`config.mk`:
```
export PLATFORM = sky130hd
export DESIGN_NAME = bcd_to_binary_flat
export DESIGN_NICKNAME = d
export VERILOG_FILES = /design/src/rtl/bcd_to_binary_if.sv /design/src/rtl/bcd_to_binary.sv /design/src/flat_wrapper.sv
export SDC_FILE = /design/constraint.sdc
export NUM_CORES = 1
export LEC_CHECK = 0
export ABC_AREA = 0
export BUFFER_PORTS_ARGS = -buffer_cell sky130_fd_sc_hd__buf_2
export CORE_MARGIN = 4
export CORE_UTILIZATION = 58
export CTS_CLUSTER_DIAMETER = 200
export DETAILED_ROUTE_END_ITERATION = 8
export GPL_ROUTABILITY_DRIVEN = 0
export PLACE_DENSITY_LB_ADDON = 0.3
export SLEW_MARGIN = 0
export SYNTH_ARGS = -nofsm -noshare
export SYNTH_HDL_FRONTEND = slang
export SYNTH_SLANG_ARGS = --single-unit
```
`constraint.sdc`:
```
create_clock -name clk -period 3.91 [get_ports clk]
set_input_delay 0.782 -clock clk [delete_from_list [all_inputs] [get_ports clk]]
set_output_delay 0.782 -clock clk [all_outputs]
set_load 0.02 [all_outputs]
```
`src/rtl/bcd_to_binary_if.sv`:
```
`default_nettype none
// ============================================================================
//  Module   : bcd_to_binary_if
//  Brief    : Start/busy/done handshake bundle for the BCD-to-binary converter.
//  Revision : 1.0
// ============================================================================
interface bcd_to_binary_if #(
    parameter int DIGITS = 8,
    parameter int BIN_W  = 32
);
    logic                  start;
    logic [4*DIGITS-1:0]   bcd_in;
    logic                  busy;
    logic                  done;
    logic [BIN_W-1:0]      bin_out;
    logic                  err;

    modport master (
        output start,
        output bcd_in,
        input  busy,
        input  done,
        input  bin_out,
        input  err
    );

    modport slave (
        input  start,
        input  bcd_in,
        output busy,
        output done,
        output bin_out,
        output err
    );
endinterface
`default_nettype wire

```
`src/rtl/bcd_to_binary.sv`:
```
`default_nettype none
// ============================================================================
//  Module   : bcd_to_binary
//  Brief    : Converts packed BCD to unsigned binary, one digit per clock, MSD first.
//  Revision : 1.0
// ============================================================================
module bcd_to_binary #(
    parameter int DIGITS = 8,
    parameter int BIN_W  = 32
) (
    input  wire logic          clk,
    input  wire logic          rst,
    bcd_to_binary_if.slave     bus
);
    localparam int IN_W  = 4 * DIGITS;
    localparam int CNT_W = $clog2(DIGITS + 1);

    localparam logic [0:0]       S_IDLE = 1'b0;
    localparam logic [0:0]       S_CONV = 1'b1;
    localparam logic [CNT_W-1:0] C_LAST = CNT_W'(DIGITS - 1);

    logic [0:0]       state_q,   state_d;
    logic [IN_W-1:0]  sreg_q,    sreg_d;
    logic [BIN_W-1:0] acc_q,     acc_d;
    logic [CNT_W-1:0] cnt_q,     cnt_d;
    logic             err_acc_q, err_acc_d;
    logic             done_q,    done_d;
    logic [BIN_W-1:0] bin_q,     bin_d;
    logic             err_q,     err_d;

    logic [3:0]       w_digit;
    logic [BIN_W-1:0] w_acc_step;
    logic             w_err_step;
    logic             w_last;

    assign w_digit    = sreg_q[IN_W-1 -: 4];
    assign w_acc_step = (acc_q << 3) + (acc_q << 1) + BIN_W'(w_digit);
    assign w_err_step = err_acc_q | (w_digit > 4'd9);
    assign w_last     = (cnt_q == C_LAST);

    // State register and datapath registers
    always_ff @(posedge clk) begin
        if (rst) begin
            state_q   <= S_IDLE;
            sreg_q    <= '0;
            acc_q     <= '0;
            cnt_q     <= '0;
            err_acc_q <= 1'b0;
            done_q    <= 1'b0;
            bin_q     <= '0;
            err_q     <= 1'b0;
        end else begin
            state_q   <= state_d;
            sreg_q    <= sreg_d;
            acc_q     <= acc_d;
            cnt_q     <= cnt_d;
            err_acc_q <= err_acc_d;
            done_q    <= done_d;
            bin_q     <= bin_d;
            err_q     <= err_d;
        end
    end

    // Next-state logic
    always_comb begin
        state_d = state_q;
        case (state_q)
            S_IDLE:  if (bus.start) state_d = S_CONV;
            S_CONV:  if (w_last)    state_d = S_IDLE;
            default:                state_d = S_IDLE;
        endcase
    end

    always_comb begin
        sreg_d    = sreg_q;
        acc_d     = acc_q;
        cnt_d     = cnt_q;
        err_acc_d = err_acc_q;
        done_d    = 1'b0;
        bin_d     = bin_q;
        err_d     = err_q;
        case (state_q)
            S_IDLE: begin
                if (bus.start) begin
                    sreg_d    = bus.bcd_in;
                    acc_d     = '0;
                    cnt_d     = '0;
                    err_acc_d = 1'b0;
                end
            end
            S_CONV: begin
                sreg_d    = sreg_q << 4;
                acc_d     = w_acc_step;
                cnt_d     = cnt_q + 1'b1;
                err_acc_d = w_err_step;
                if (w_last) begin
                    done_d = 1'b1;
                    err_d  = w_err_step;
                    // A bad nibble makes the value meaningless, so publish zero.
                    bin_d  = w_err_step ? '0 : w_acc_step;
                end
            end
            default: ;
        endcase
    end

    // Output logic
    always_comb begin
        bus.busy    = (state_q == S_CONV);
        bus.done    = done_q;
        bus.bin_out = bin_q;
        bus.err     = err_q;
    end
endmodule
`default_nettype wire
```
`src/flat_wrapper.sv`:
```
// flat-port wrapper written by rule: the top's interface ports become plain ports
module bcd_to_binary_flat 
#(
    parameter int DIGITS = 8,
    parameter int BIN_W  = 32
)
  (clk, rst, bus_start, bus_bcd_in, bus_busy, bus_done, bus_bin_out, bus_err);
  bcd_to_binary_if #(.DIGITS(DIGITS), .BIN_W(BIN_W)) bus_i ();
  input  wire logic clk;
  input  wire logic rst;
  input wire logic [$bits(bus_i.start)-1:0] bus_start;
  input wire logic [$bits(bus_i.bcd_in)-1:0] bus_bcd_in;
  output wire logic [$bits(bus_i.busy)-1:0] bus_busy;
  output wire logic [$bits(bus_i.done)-1:0] bus_done;
  output wire logic [$bits(bus_i.bin_out)-1:0] bus_bin_out;
  output wire logic [$bits(bus_i.err)-1:0] bus_err;
  assign bus_i.start = bus_start;
  assign bus_i.bcd_in = bus_bcd_in;
  assign bus_busy = bus_i.busy;
  assign bus_done = bus_i.done;
  assign bus_bin_out = bus_i.bin_out;
  assign bus_err = bus_i.err;
  bcd_to_binary #(.DIGITS(DIGITS), .BIN_W(BIN_W)) u_core (.clk(clk), .rst(rst), .bus(bus_i));
endmodule
```
Word-level counts from Yosys, hierarchy flattened

Cells that the tools add are included.

Bits in registers: 103
Bits of input ports: 35
Output and inout port bits: 35
Logic and storage cells: 31

Add/sub/neg operators: 3
Order comparisons: 1
Equal/unequal tests: 2
Muxes and demuxes: 13
Bitwise gates (word level): 2
Reduce and logical (&&, ||, !) cells: 2

Operator list:

| kind                | number |
|---|---|
| $mux 32             | 2 |
| $pmux 32 s2         | 1 |
| $pmux 31 s2         | 1 |
| $add 32x32->32      | 1 |
| $add 32x4->32       | 1 |
| $mux 31             | 1 |
| $pmux 4 s2          | 1 |
| $add 4x1->4 const B | 1 |
| $eq 4x3->1 const B  | 1 |
| $gt 4x4->1 const B  | 1 |
| $mux 1              | 4 |
| $mux 4              | 1 |
| $pmux 1 s2          | 2 |
| $ne 2x2->1 const B  | 1 |
| $reduce_and 2->1    | 1 |
| $reduce_or 2->1     | 1 |
| $not 1->1           | 1 |
| $or 1x1->1          | 1 |

Depth between registers and ports, before layout

Depth in word-level cells: 3
Mapped depth: 12
Gate-level depth less buffers: 12

Worst setup path before layout

No wires, ideal clock.

Kind: register to register
Start: register u_core.acc_q[0]
End: register u_core.acc_q[26]
Arrival time: 3.049 ns
Required time: 3.793 ns
Slack: 0.745 ns
Cell stages (with the launch flop): 13
Path buffers: 0
Clock period less this slack: 3.165 ns
Cells stage by stage: dfxtp_1 > inv_1 > fa_1 > inv_1 > fa_1 > a21o_1 > a221oi_2 > o21ai_2 > a211o_1 > o31ai_2 > o211ai_1 > xor2_1 > a22o_1

Word-level cells in the longest chain between the ends: 3

Ends and longest elaborated chain:

| element                | RTL line            | text |
|---|---|---|
| from (decl)            | bcd_to_binary.sv:24 | `logic [BIN_W-1:0] acc_q, acc_d;` |
| from (signal assigned) | bcd_to_binary.sv:46 | `acc_q <= '0;` |
| from (signal assigned) | bcd_to_binary.sv:55 | `acc_q <= acc_d;` |
| $add 32x32->32         | bcd_to_binary.sv:37 | `assign w_acc_step = (acc_q << 3) + (acc_q << 1) + BIN_W'(w_digit);` |
| $add 32x4->32          | bcd_to_binary.sv:37 |  |
| $pmux 31 s2            | bcd_to_binary.sv:82 | `case (state_q)` |

Every way passes these cells.
A chain may end at the register's enable or synchronous reset.

Worst setup path after layout

Start: register u_core.acc_q[0]
End: register u_core.acc_q[30]

Same word-level chain as after synthesis.

==> run summary <==
### Run status
- **run status** finished, final reports clean

### Power and ir drop
- **overall power of the completed layout** 2.02 mW
- **Worst VDD drop** 0.191 mV
- **leakage power total** 3.05 nW
- **Pwr per Cell Area** 320 nW/um^2

### Synthesis
- **top cell type by total area after synthesis** sky130_fd_sc_hd__dfxtp_1
- **Synth Cell Area** 5640 sq um
- **post-synthesis sequential area ratio** 36.6%
- **synthesized area per cell** 9.04 sq um
- **number of standard cells after synthesis** 624
- **FFs w/ async S/R, synth** 0%
- **fraction of synthesized cell area taken by the top area cell type** 36.6%
- **Syn Nets** 720
- **dominant cells by area after synthesis** sky130_fd_sc_hd__dfxtp_1, sky130_fd_sc_hd__ha_1, sky130_fd_sc_hd__a21oi_1
- **post-synthesis cell type count** 54
- **total of flip-flops plus latches after synthesis** 103
- **main flop type after synthesis** sky130_fd_sc_hd__dfxtp_1
- **Yosys warning total** 0
- **Post-synth EDFFs** 0

### STA
- **worst slack on hold paths** 0.464 ns
- **Setup TNS** 0 ns
- **maximum clock skew at final layout** 0.0156 ns
- **tightest slew margin relative to the limit** 31.3%
- **Final Max Tran Viols** 0
- **minimum period implied by the final worst setup slack** 3.50 ns
- **Tightest Pin Transition** 1.02 ns
- **Fmax achieved** 286 MHz
- **Final Cycle Share** 89.5%
- **final count of negative-setup-slack endpoints** 0
- **RSZ-0062 raised after global routing** false
- **number of endpoints with negative hold slack in the final report** 0

### GRT
- **via count of the first global-routing pass** 4738
- **GR Util All Layers** 23.0%
- **maximum number of pins on one net before global-route repair** 102
- **remaining global-route overflow** 0
- **initial antenna violation count** 0
- **global-route wire length before repair** 21600 um

### Worst setup path
- **slack of the worst reg-to-reg path** 0.41 ns
- **critical path launch point type** register
- **Worst Setup End Kind** register
- **Required @ worst endpoint** 4.18 ns
- **capturing point of the worst reg2reg path** u_core.acc_q[30]$_SDFFE_PP0P_
- **Worst R2R Start** u_core.acc_q[0]$_SDFFE_PP0P_
- **worst setup path class** reg -> reg
- **Worst Path Arrival** 3.77 ns
- **R2R depth** 12
- **CP max FO** 4

### Routing
- **DR WL/cell** 16.0 um
- **Total Routed Length** 12900 um
- **remaining antenna violation count after routing** 0
- **# DRC** 0
- **per-cell via count in the routed design** 5.93
- **number of DRC violations after detailed-routing iteration 0** 214
- **count of TritonRoute iterations in the first routing pass** 4
- **via count** 4795

### Clock tree
- **clk root buf** sky130_fd_sc_hd__clkbuf_8
- **Sink Count** 103
- **worst-case clock buffer depth** 2
- **CTS tree** built
- **Gates resized, CTS repair** 0
- **latest clock arrival within the worst-skew pair** 0.38 ns
- **CTS Hold Buffers Added** 0
- **Clock transition at path regs** 0.10 ns
- **maximum level of the CTS H-tree** 3
- **number of buffers created by CTS** 9
- **number of post-CTS setup repair buffers** 0

### Floorplanning
- **Initial Util** 60.2%
- **Die Footprint** 11400 sq um
- **number of I/O pins** 70
- **DIE WIDTH** 107 um
- **height of the chip** 107 um
- **area inside the core boundary** 9370 sq um
- **site row count** 35

### Placed design
- **DP Cell Count** 792
- **DP Wirelength** 9340 um
- **number of buffer cells added on primary ports** 69

### Worst hold path
- **cell depth of the worst min-delay path** 2
- **end of the worst hold path** u_core.bus.bin_out[18]$_SDFFE_PP0P_
- **worst min-delay path class** reg -> reg
- **start point of the worst hold path** u_core.bus.bin_out[18]$_SDFFE_PP0P_

### Finish
- **Syn-to-layout area delta** 11.8%
- **final instance count without filler cells** 808
- **count of antenna diodes in the layout** 0
- **nets** 770
- **fraction of layout cells with a size suffix above 1** 15.8%

### Flow run
- **total of max-cap violations** 0

-- synth_stat cells (all sizes together) (2+ instances only) --
master    n
o21ai    17
a221o     2
xor2     12
ha       59
nor2     87
nand2b    2
and4      3
nand4     6
nand3     5
o41ai     2
o21bai    8
nor3     12
a211oi    2
nand2    28
a22o     43
xnor2    17
fa        2
a211o     2
clkbuf   27
o211ai    3
nor3b    12
o21a      4
nor2b     6
dfxtp   103
and3      3
or3       2
a22oi     2
a21oi    77
mux2i    33
buf      11
inv       9
a21o      9
-- how the worst max path moves through the flow --
stage | endpoint | depth (start not counted) | startpoint
finish | u_core.acc_q[30]$_SDFFE_PP0P_ | 12 | u_core.acc_q[0]$_SDFFE_PP0P_
CTS | u_core.acc_q[30]$_SDFFE_PP0P_ | 12 | u_core.acc_q[0]$_SDFFE_PP0P_
floorplan | u_core.acc_q[26]$_SDFFE_PP0P_ | 12 | u_core.acc_q[0]$_SDFFE_PP0P_
global route | u_core.acc_q[30]$_SDFFE_PP0P_ | 12 | u_core.acc_q[2]$_SDFFE_PP0P_
global placement | u_core.acc_q[30]$_SDFFE_PP0P_ | 12 | u_core.acc_q[0]$_SDFFE_PP0P_
detailed placement | u_core.acc_q[30]$_SDFFE_PP0P_ | 12 | u_core.acc_q[0]$_SDFFE_PP0P_
-- cell usage in the layout (no fill, tap or decap), drive strengths merged, types with 2 or more instances in the layout --
master / instances
a211o: 2
a211oi: 2
a21o: 9
a21oi: 77
a221o: 2
a22o: 43
a22oi: 2
and3: 3
and4: 3
buf: 77
bufinv: 2
clkbuf: 9
clkinv: 2
dfxtp: 103
fa: 2
ha: 59
inv: 12
mux2i: 33
nand2: 28
nand2b: 2
nand3: 5
nand4: 6
nor2: 87
nor2b: 6
nor3: 12
nor3b: 12
o211ai: 3
o21a: 4
o21ai: 17
o21bai: 8
o41ai: 2
or3: 2
xnor2: 17
xor2: 12
-- per-stage QoR --
step                      area [sq um]  utilization, %  setup slack (ns)
after detailed placement          6070            64.7             0.436
after floorplan                   5640               -             0.745
after global placement            6070            64.7             0.564
after global routing              6300            67.2             0.214
final                             6300            67.2             0.410
after CTS                         6300            67.2             0.427
-- area by class of cell --
| cell class | instances | area (sq um) |
|---|---|---|
| multi-input cells | 474 | 3400 |
| fillers | 771 | 3070 |
| flip-flops and latches | 103 | 2060 |
| repair buffers | 77 | 405 |
| well taps | 129 | 161 |
| clock buffers | 9 | 124 |
| clock inverters | 7 | 111 |
| inverters | 9 | 33.8 |
-- state kept, by name (all words and copies together), names as in the netlist --
signal and flops:
u_core.bus.done 1, u_core.err_acc_q 1, u_core.bus.bin_out 32, u_core.sreg_q 32, u_core.bus.err 1, u_core.bus.busy 1, u_core.acc_q 31, u_core.cnt_q 4
-- power breakdown --
part           switching [mW]  total [mW]  internal, mW
Sequential             0.0147        1.09          1.07
Clock                   0.396       0.770         0.374
Combinational          0.0992       0.161        0.0620
-- logic make-up (layout without fill, tap and decap cells) --
family	count (synthesis)	after routing	synth area share, %
buf+inv	47	102	3.26
compound gates	182	182	22.0
mux	33	33	5.86
simple gates	169	169	14.0
xor+xnor	29	29	4.51
fa+ha+maj	61	61	13.8
flops	103	103	36.6
-- critical path, cell delays in order, from the launching register on --
cell and delay (ns):
sky130_fd_sc_hd__dfxtp_1 0.34, sky130_fd_sc_hd__inv_1 0.07, sky130_fd_sc_hd__fa_1 0.54, sky130_fd_sc_hd__inv_1 0.07, sky130_fd_sc_hd__fa_1 0.45, sky130_fd_sc_hd__a21o_1 0.22, sky130_fd_sc_hd__a221oi_2 0.35, sky130_fd_sc_hd__o21ai_2 0.16
sky130_fd_sc_hd__a211o_1 0.31, sky130_fd_sc_hd__a21oi_1 0.33, sky130_fd_sc_hd__o41ai_1 0.15, sky130_fd_sc_hd__xor2_1 0.17, sky130_fd_sc_hd__a22o_1 0.23
-- layer usage --
layer  vias to the layer above  wire, um  share of wire [%]  GRT usage, %
li1                       2364         -                  -             -
met1                      2251      5690                 44          28.5
met2                       146      6280                 49          39.5
met3                        34       603                4.7          3.19
met4                         0       354                2.7          10.5
met5                         -         0                  0             0
Note: power is estimated with default switching activity, not from simulation.
